==> src/rtl/bitwise_operand_feeder.sv <==
// Flow-controlled feeder around a combinational 7-bit bitwise operator unit: operand FIFO in, registered result out.
// Optional BW_FEEDER_STATS_EN adds result_cnt and full_seen status outputs.
module bitwise_operand_feeder #(
    parameter int unsigned A_W   = 7,
    parameter int unsigned B_W   = 6,
    parameter int unsigned Y_W   = 7,
    parameter int unsigned DEPTH = 4
) (
    input  logic           clk,
    input  logic           rst,
    input  logic           in_valid,
    output logic           in_ready,
    input  logic [A_W-1:0] in_a,
    input  logic [B_W-1:0] in_b,
    output logic [A_W-1:0] op_a,
    output logic [B_W-1:0] op_b,
    input  logic [Y_W-1:0] op_y,
    output logic           out_valid,
    input  logic           out_ready,
    output logic [Y_W-1:0] out_y
`ifdef BW_FEEDER_STATS_EN
    ,
    output logic [15:0]    result_cnt,
    output logic [0:0]     full_seen
`endif
);

    localparam int unsigned PTR_W = (DEPTH > 1) ? $clog2(DEPTH) : 1;
    localparam int unsigned CNT_W = $clog2(DEPTH + 1);

    logic [A_W-1:0]   r_mem_a [DEPTH];
    logic [B_W-1:0]   r_mem_b [DEPTH];
    logic [PTR_W-1:0] r_wr_ptr;
    logic [PTR_W-1:0] r_rd_ptr;
    logic [CNT_W-1:0] r_count;

    logic             w_push;
    logic             w_load;
    logic             w_empty;
    logic [PTR_W-1:0] w_wr_ptr_nxt;
    logic [PTR_W-1:0] w_rd_ptr_nxt;

    assign w_empty      = (r_count == '0);
    assign in_ready     = (r_count < CNT_W'(DEPTH));
    assign w_push       = in_valid & in_ready;
    assign w_load       = !w_empty & (!out_valid | out_ready);
    assign w_wr_ptr_nxt = (r_wr_ptr == PTR_W'(DEPTH - 1)) ? '0 : r_wr_ptr + PTR_W'(1);
    assign w_rd_ptr_nxt = (r_rd_ptr == PTR_W'(DEPTH - 1)) ? '0 : r_rd_ptr + PTR_W'(1);

    // Head entry drives the operator; zero when nothing is buffered.
    assign op_a = w_empty ? '0 : r_mem_a[r_rd_ptr];
    assign op_b = w_empty ? '0 : r_mem_b[r_rd_ptr];

    // Operand storage carries no reset; validity is tracked by r_count.
    always_ff @(posedge clk) begin
        if (w_push) begin
            r_mem_a[r_wr_ptr] <= in_a;
            r_mem_b[r_wr_ptr] <= in_b;
        end
    end

    always_ff @(posedge clk) begin
        if (rst) begin
            r_wr_ptr  <= '0;
            r_rd_ptr  <= '0;
            r_count   <= '0;
            out_valid <= 1'b0;
            out_y     <= '0;
        end else begin
            if (w_push) begin
                r_wr_ptr <= w_wr_ptr_nxt;
            end
            if (w_load) begin
                r_rd_ptr  <= w_rd_ptr_nxt;
                out_y     <= op_y;
                out_valid <= 1'b1;
            end else if (out_valid && out_ready) begin
                out_valid <= 1'b0;
            end
            case ({w_push, w_load})
                2'b10:   r_count <= r_count + CNT_W'(1);
                2'b01:   r_count <= r_count - CNT_W'(1);
                default: r_count <= r_count;
            endcase
        end
    end

`ifdef BW_FEEDER_STATS_EN
    // Delivered-result counter wraps naturally; full_seen is sticky until reset.
    always_ff @(posedge clk) begin
        if (rst) begin
            result_cnt <= '0;
            full_seen  <= 1'b0;
        end else begin
            if (out_valid && out_ready) begin
                result_cnt <= result_cnt + 16'd1;
            end
            if (r_count == CNT_W'(DEPTH)) begin
                full_seen <= 1'b1;
            end
        end
    end
`endif

endmodule

==> config.mk <==
export PLATFORM = sky130hd
export DESIGN_NAME = bitwise_operand_feeder
export DESIGN_NICKNAME = d
export VERILOG_FILES = /design/src/rtl/bitwise_operand_feeder.sv
export SDC_FILE = /design/constraint.sdc
export NUM_CORES = 1
export LEC_CHECK = 0
export CAP_MARGIN = 15
export CORE_MARGIN = 2
export CORE_UTILIZATION = 29
export CTS_CLUSTER_SIZE = 20
export DETAILED_ROUTE_END_ITERATION = 8
export GPL_TIMING_DRIVEN = 0
export PLACE_DENSITY = 0.54
export SYNTH_ARGS = -nofsm -noshare
export SYNTH_HDL_FRONTEND = slang
export SYNTH_SLANG_ARGS = --single-unit
export TNS_END_PERCENT = 50
==> constraint.sdc <==
create_clock -name clk -period 1.8 [get_ports clk]
set_input_delay 0.36 -clock clk [delete_from_list [all_inputs] [get_ports clk]]
set_output_delay 0.36 -clock clk [all_outputs]
set_load 0.005 [all_outputs]
# --- Word-level counts from Yosys, hierarchy flattened ---
# Memories as Yosys holds them, arrays and structs flattened. A register that Yosys moved wholly into a read port is not among the register bits.
# Cells that the tools add are included.
# Widths: inputs -> output; s select.
word_totals:
  reg_bits: 15
  mem_count: 2
  in_bits: 24
  ramBits: 52
  out_inout_bits: 22
  wordCells: 38
classes:
  n_reduce_logical: 6
  mux: 13
  n_lt_le_gt_ge: 1
  n_bitwise: 3
  add_sub_neg: 4
  n_eq_ne: 4
mem_list:
  columns: ["memory", "depth", "width", "rd", "rd_ports_with_merged_regs", "write_ports", "line", "source"]
  rows:
  - ["r_mem_a", 4, 7, 1, 1, 1, "31", "logic [A_W-1:0] r_mem_a [DEPTH];"]
  - ["r_mem_b", 4, 6, 1, 1, 1, "32", "logic [B_W-1:0] r_mem_b [DEPTH];"]
ops:
  columns: ["op", "count"]
  rows:
  - ["$mux 2", 6]
  - ["$mux 7", 1]
  - ["$eq 2x2->1 const B", 3]
  - ["$mux 6", 1]
  - ["$pmux 3 s2", 1]
  - ["$add 2x1->2 const B", 2]
  - ["$mux 1", 4]
  - ["$reduce_bool 2->1", 2]
  - ["$add 3x1->3 const B", 1]
  - ["$logic_not 3->1", 1]
  - ["$lt 3x3->1 const B", 1]
  - ["$sub 3x1->3 const B", 1]
  - ["$and 1x1->1", 2]
  - ["$eq 2x1->1 const B", 1]
  - ["$logic_not 1->1", 2]
  - ["$logic_and 1x1->1", 1]
  - ["$or 1x1->1", 1]

# --- Depth between registers and ports, before layout ---
# Gate-level depths: netlist of run 1.
depth:
  ltp_word: 5
  depth_mapped: 9
  ltp_nobuf: 8

# --- Worst setup path before layout of run 1 ---
# OpenSTA, ideal clock, no wires.
synth_path:
  path_kind: "flip-flop to flip-flop"
  from: "register out_valid"
  to: "register r_count[2]"
  path_slack_ps: -124
  t_required_ps: 1730
  path_buffers: 1
  stages_incl_launch_ff: 10
  period_less_slack_ps: 1924
  setup_time_ps: 70
  arrival_time_ps: 1854
  cell_sequence: "dfxtp_1 nor2b_1 clkbuf_1 nor2_1 ha_1 inv_1 fa_1 xor2_1 or3_1 a21oi_1"
synth_between:
  elab_chain_cells: 5
  word_cells_on_any_way: 7
  classes_between: "eq/ne: 2; mux: 1; bitwise: 2; reduce/logical: 2"
synth_rtl:
  columns: ["element", "line", "source"]
  rows:
  - ["start, declared", "18", "output logic out_valid,"]
  - ["start signal, assigned", "67", "out_valid <= 1'b0;"]
  - ["start signal, assigned", "76", "out_valid <= 1'b1;"]
  - ["start signal, assigned", "78", "out_valid <= 1'b0;"]
  - ["$logic_not 1->1 *", "46", "assign w_load = !w_empty & (!out_valid | out_ready);"]
  - ["$or 1x1->1 *", "46", null]
  - ["$and 1x1->1 *", "46", null]
  - ["net w_load", "38", "logic w_load;"]
  - ["$eq 2x1->1 or $eq 2x2->1 (tied branches)", "80", "case ({w_push, w_load})"]
  - ["$pmux 3 s2 or $reduce_bool 2->1 (tied branches)", null, null]
  - ["end signal, assigned", "81", "2'b10: r_count <= r_count + CNT_W'(1);"]
  - ["end signal, assigned", "82", "2'b01: r_count <= r_count - CNT_W'(1);"]
  - ["end signal, assigned", "83", "default: r_count <= r_count;"]
  - ["end, declared", "35", "logic [CNT_W-1:0] r_count;"]
# The timed path passes the listed nets; every way through them passes the cells marked *.
# A chain may end at the register's enable or synchronous reset.

==> results_dict.tcl, run 1 <==
set metrics [dict create \
    outcome "complete, but fails checks" \
    failed_checks "negative setup slack" \
    postRouteAntennaNets 0 \
    r2r-start "r_count[0]" \
    path_max_fanout 5 \
    reg2reg_depth 10 \
    cts_sinks 69 \
    fin_ws_ns -0.2635 \
    grt_pass1_vias 1671 \
    vias 1601 \
    yosysWarnings 0 \
    globalRouteOverflowTotal 0 \
    clk_path_buf_depth 2 \
    wirelength_mm 5.402 \
    r2r-end "r_count[2]" \
    fmax_ghz 0.4846 \
    cts_made_buffers 9 \
    maxSlewViolCount 0 \
    synth_cell_type_count 22 \
    dieHeight_um 101.1 \
    placement.io_buffers 45 \
    rrSetupSlack_ns -0.05 \
    powerDensity_nw_per_um2 1530 \
    io_pins 46 \
    finalSetupViolations 14 \
    skew_ns 0.003006 \
    route.detailed.drc 0 \
    ys_ff_latch 69 \
    wl_per_cell_um 15.39 \
    yosysSeqAreaShare_pct 69.53 \
    dr.pass1.iters 6 \
    place_congestion 0.7450 \
    area_growth_pct 36.05 \
    ys_top_cells_by_count "52 x edfxtp_1, 17 x and2_1, 17 x dfxtp_1" \
    synth_cells 170 \
    track_usage_pct 11.42 \
    total_leakage_power_uw 0.001311 \
    ir_drop_mv 0.4676 \
    syn_area_um2 2735 \
    grt_max_degree 14 \
    viasPerCell 4.561 \
    hp-start "out_y[2]" \
    end_kind "primary output" \
    row_count 35 \
    drive_gt1_share_pct 32.08 \
    tightest_slew_ns 0.6970 \
    core_area_um2 9196 \
    h-tree-depth 3 \
    insertion_delay_ns 0.34 \
    critical_path_class "flop to primary output" \
    hold_class "flop to flop" \
    multi_input_area_um2 824.5 \
    pre_cts_ws_ns -0.6778 \
    synth.top_cell.area_share_pct 57.09 \
    synth_area_leader_cell "edfxtp_1" \
    whs_endpoint "out_y[2]" \
    antenna_found_initial 0 \
    tns_ns -2.846 \
    synth_nets 201 \
    cap_violations 0 \
    dieArea_um2 10220 \
    start_kind "flop" \
    die_x_um 101.1 \
    start_util_pct 29.74 \
    cts_root_buf "clkbuf_8" \
    syn_area_per_cell_um2 16.09 \
    min_path_cells 2 \
    fin_crit_ns 2.064 \
    cp.required_ns 1.44 \
    drt_iter0_drc 100 \
    synth-edff-count 52 \
    grt_pass1_wl_mm 8.556 \
    regArea_um2 1912 \
    nFillCells 862 \
    period_share_pct 114.6 \
    clk_pin_slew_ns 0.07 \
    hold_violations 0 \
    antenna_cells 0 \
    yosysMostFrequentCell "edfxtp_1" \
    cts.hold.buffers_added 0 \
    rsz0062_at_grt "yes" \
    relSlewSlack_pct 53.53 \
    cts_tree "yes" \
    fin_nets 266 \
    ys.flop_type "edfxtp_1" \
    arrival_ns 1.70 \
    dpl.hpwl_mm 3.409 \
    synthArstFlopShare_pct 0 \
    synth.top_cells.by_area "edfxtp_1 57%, dfxtp_1 12%, mux4_2 8.2%, and2_1 3.9%, mux4_1 2.9%" \
]
[worst max path at each step]
| stage | startpoint | end | slack [ns] | cells past startpoint |
|---|---|---|---|---|
| 2_1_floorplan | out_valid | r_count[2] | -0.05 | 9 |
| 3_3_place_gp | out_ready | r_count[2] | -0.65 | 10 |
| 3_5_place_dp | out_ready | r_count[2] | -0.68 | 10 |
| 4_1_cts | flop | op_b[3] | -0.30 | 5 |
| 5_1_grt | flop | op_b[1] | -0.33 | 5 |
| 6_report | flop | op_b[3] | -0.26 | 5 |
[sequential cells by signal, indices dropped and copies added (netlist names), named ones only]
name       flops
r_mem_a       28
r_wr_ptr       2
r_rd_ptr       2
out_y          7
out_valid      1
r_mem_b       24
r_count        3
[where the power goes]
| group | switching, uW | total, uW | internal, uW |
|---|---|---|---|
| Combinational | 954 | 2380 | 1420 |
| Sequential | 133 | 2100 | 1970 |
| Clock | 577 | 1210 | 638 |
| Total | 1660 | 5690 | 4030 |
[what timing repair did]
item	in CTS	in global routing
setup endpoints to repair	67	18
buffers inserted	9	1
cloned	1	0
pin swaps	16	2
resized for setup	98	4
[layout by cell type, fill, tap and decap left out, drive strengths merged]
master	instances
bufinv	1
or4	1
clkbuf	14
xor2	2
nand2b	1
ha	6
mux2i	2
nand3	8
dfxtp	17
buf	27
nor2b	2
o21ai	10
and2	17
edfxtp	52
nor3	1
dlygate4sd2	1
clkdlybuf4s50	31
or3	2
nor2	7
a21oi	12
fa	1
clkinvlp	1
inv	7
clkinv	4
mux4	13
[worst max-delay path, cell delays in order (launching register included)]
cell	delay (ns)
dfxtp_4	0.40
buf_12	0.11
buf_12	0.11
mux4_2	0.48
and2_4	0.16
buf_6	0.11
[layer usage]
metal	global-route usage, %	vias up	wire length, um
met5	0	-	0
li1	-	765	-
met2	17.32	27	2695
met3	2.011	9	155
met1	15.17	800	2390
met4	7.277	0	160
[layout make-up]
cell class                      count  share of cell area (%)
Sequential cell                    69                   51.38
Multi-Input combinational cell     85                   22.16
Timing Repair Buffer               56                   15.06
Buffer                              7                   1.816
Clock buffer                       10                   3.430
Inverter                            7                  0.7061
Clock inverter                      6                   1.715
Tap cell                          111                   3.732
[cells by family (layout without fill, tap and decap cells)]
family                   Yosys count  after routing  share of synthesized area (%)
flip-flops                        69             69                          69.53
adder cells (fa/ha/maj)            7              7                          3.477
buffers and inverters             16             86                          2.562
XOR/XNOR                           2              2                         0.6406
AND/OR/NAND/NOR                   39             39                          7.914
multiplexers                      15             15                          11.85
AO/OA/AOI/OAI                     22             22                          4.026
[through the flow]
stage	total power (uW)	hold WS [ns]	util [%]	cells	cell area, um^2
2_1_floorplan	3121	0.4217	-	170	2744
3_5_place_dp	3966	0.4686	36.24	326	3333
3_3_place_gp	3943	0.4635	36.24	326	3333
5_1_grt	6039	0.5081	40.46	351	3721
6_report	5694	0.4805	40.46	351	3721
4_1_cts	5711	0.4815	40.24	350	3701
Power figures use the tool's default switching activity.
==> run 2: changes to the inputs <==
SETUP_SLACK_MARGIN = 0.1   (was default)
TNS_END_PERCENT = 30   (was 50)
==> run 2 against run 1 <==
  * The flow still finishes with violations (negative setup slack)
  * Die area did not move
  * Flip-flop and latch count unchanged
  * Combinational power rose by 2%
  * Critical path depth unchanged
  * Power up 0.77%
  * Register-to-register slack barely moved
  * First-iteration DRC count shrank 9.0%
  * Global-route usage up 0.15 points
==> results_dict.tcl, run 2 (synthesis gave the netlist of run 1 again) <==
set metrics [dict create \
    rrSetupSlack_ns -0.05 \
    met3_usage_pct 2.011 \
    antenna_cells 0 \
    fin_ws_ns -0.2633 \
    cts_made_buffers 9 \
    ir_drop_mv 0.4659 \
    p_int_uw 4069 \
    core_area_um2 9196 \
    swShare_pct 29.10 \
    p_sw_uw 1670 \
    use_met1_pct 15.25 \
    die_x_um 101.1 \
    grt_pass1_vias 1711 \
    grt_util_met2_pct 17.52 \
    wirelength_mm 5.449 \
    postRouteAntennaNets 0 \
    wl_per_cell_um 15.35 \
    dp.cells 326 \
    row_count 35 \
    insertion_delay_ns 0.34 \
    arrival_ns 1.70 \
    dpl.hpwl_mm 3.409 \
    pre_cts_ws_ns -0.6778 \
    maxSlewViolCount 0 \
    largestRegisters "r_mem_a: 28 flops, r_mem_b: 24 flops, out_y: 7 flops" \
    total_leakage_power_uw 0.001333 \
    pwr-share-seq_pct 36.7 \
    place_congestion 0.7450 \
    clkPwrFrac_pct 21.1 \
    clk_pin_slew_ns 0.07 \
    grt_max_degree 14 \
    r2r-end "r_count[2]" \
    path_max_fanout 5 \
    dieHeight_um 101.1 \
    start_kind "flop" \
    start_util_pct 29.74 \
    io_pins 46 \
    cts_tree "yes" \
    clk_path_buf_depth 2 \
    route.detailed.drc 0 \
    power_frac_comb_pct 42.2 \
    period_share_pct 114.6 \
    rsz0062_at_grt "yes" \
    r2r-start "out_valid" \
    tightest_slew_ns 0.4904 \
    layout_commonest_cell "edfxtp_1" \
    critical_path_class "flop to primary output" \
    min_path_cells 2 \
    largest_reg_flops 28 \
    whs_endpoint "out_y[0]" \
    failed_checks "negative setup slack" \
    skew_ns 0.003979 \
    final_cell_mix "52 x edfxtp_1, 30 x clkdlybuf4s50_1, 13 x mux4_2" \
    viasPerCell 4.552 \
    antenna_found_initial 0 \
    fin_crit_ns 2.063 \
    finalSetupViolations 14 \
    hold_class "flop to flop" \
    grt_pass1_wl_mm 8.687 \
    drt_iter0_drc 91 \
    h-tree-depth 3 \
    hold_violations 0 \
    powerDensity_nw_per_um2 1526 \
    reg2reg_depth 9 \
    end_kind "primary output" \
    fmax_ghz 0.4847 \
    vias 1616 \
    busiest_layer "met2" \
    cap_violations 0 \
    cts_sinks 69 \
    globalRouteOverflowTotal 0 \
    cts_root_buf "clkbuf_8" \
    relSlewSlack_pct 67.31 \
    placement.io_buffers 45 \
    fin_nets 270 \
    holdWs_ns 0.4817 \
    instances_no_fill 355 \
    track_usage_pct 11.57 \
    area_growth_pct 37.51 \
    top_register "r_mem_a" \
    drive_gt1_share_pct 35.25 \
    cp.required_ns 1.44 \
    hp-start "out_y[0]" \
    dr.pass1.iters 4 \
    dieArea_um2 10220 \
    fin_util_pct 40.90 \
    outcome "complete, but fails checks" \
]
run 2: changes by cell type in the layout (fill, tap and decap cells not counted), sizes merged:
cell           delta
dlygate4sd2       +1
clkdlybuf4s50     -1
buf               +4
run 2: routing by layer:
layer / wire (um) / share of wire [%] / vias up
met3: 177 / 3.2 / 11
met5: 0 / 0 / -
met4: 181 / 3.3 / 0
met2: 2687 / 49 / 30
met1: 2402 / 44 / 801
li1: - / - / 774
run 2: metrics by stage:
stage                     total power [uW]  cell area (um^2)  setup TNS, ns
after floorplan                       3121              2744       -0.04890
after CTS                             5755              3741         -3.161
after global placement                3943              3333         -31.30
final                                 5738              3761         -2.844
after detailed placement              3966              3333         -30.76
after global routing                  6088              3761         -3.604
run 2: cell type report:
type / count / area [um^2]
buffer: 8 / 81.33
inverter: 7 / 26.28
clock buffer: 10 / 127.6
fill: 858 / 5435
sequential: 69 / 1913
timing repair buffer: 59 / 581.8
tap: 111 / 138.9
clock inverter: 6 / 63.81
multi-input combinational: 85 / 828.3
run 2: what timing repair did:
action / CTS / global route
hold buffers: 0 / 0
endpoints found under the setup margin: 68 / 28
buffers inserted: 12 / 1
gates resized for setup: 106 / 5
pin swaps: 16 / 2
cloned: 1 / 0
run 2: how the worst max path moves through the flow:
| stage | depth (start not counted) | end | slack (ns) |
|---|---|---|---|
| 3_3_place_gp | 10 | r_count[2] | -0.65 |
| 2_1_floorplan | 9 | r_count[2] | -0.05 |
| 3_5_place_dp | 10 | r_count[2] | -0.68 |
| 6_report | 5 | op_a[1] | -0.26 |
| 5_1_grt | 5 | op_b[1] | -0.32 |
| 4_1_cts | 5 | op_b[3] | -0.30 |
run 2: worst max-delay path, cell delays in order, from the launching register on:
cell and delay (ns):
dfxtp_4 0.40, buf_12 0.11, buf_12 0.11, mux4_2 0.48, and2_4 0.15, buf_6 0.11
run 2: power by group through the flow:
stage	sequential [uW]	combinational, uW	clock (uW)
after global placement	2110	1830	0
after CTS	2110	2410	1240
after global routing	2130	2650	1310
after detailed placement	2120	1850	0
after floorplan	2090	1030	0
final	2100	2420	1210
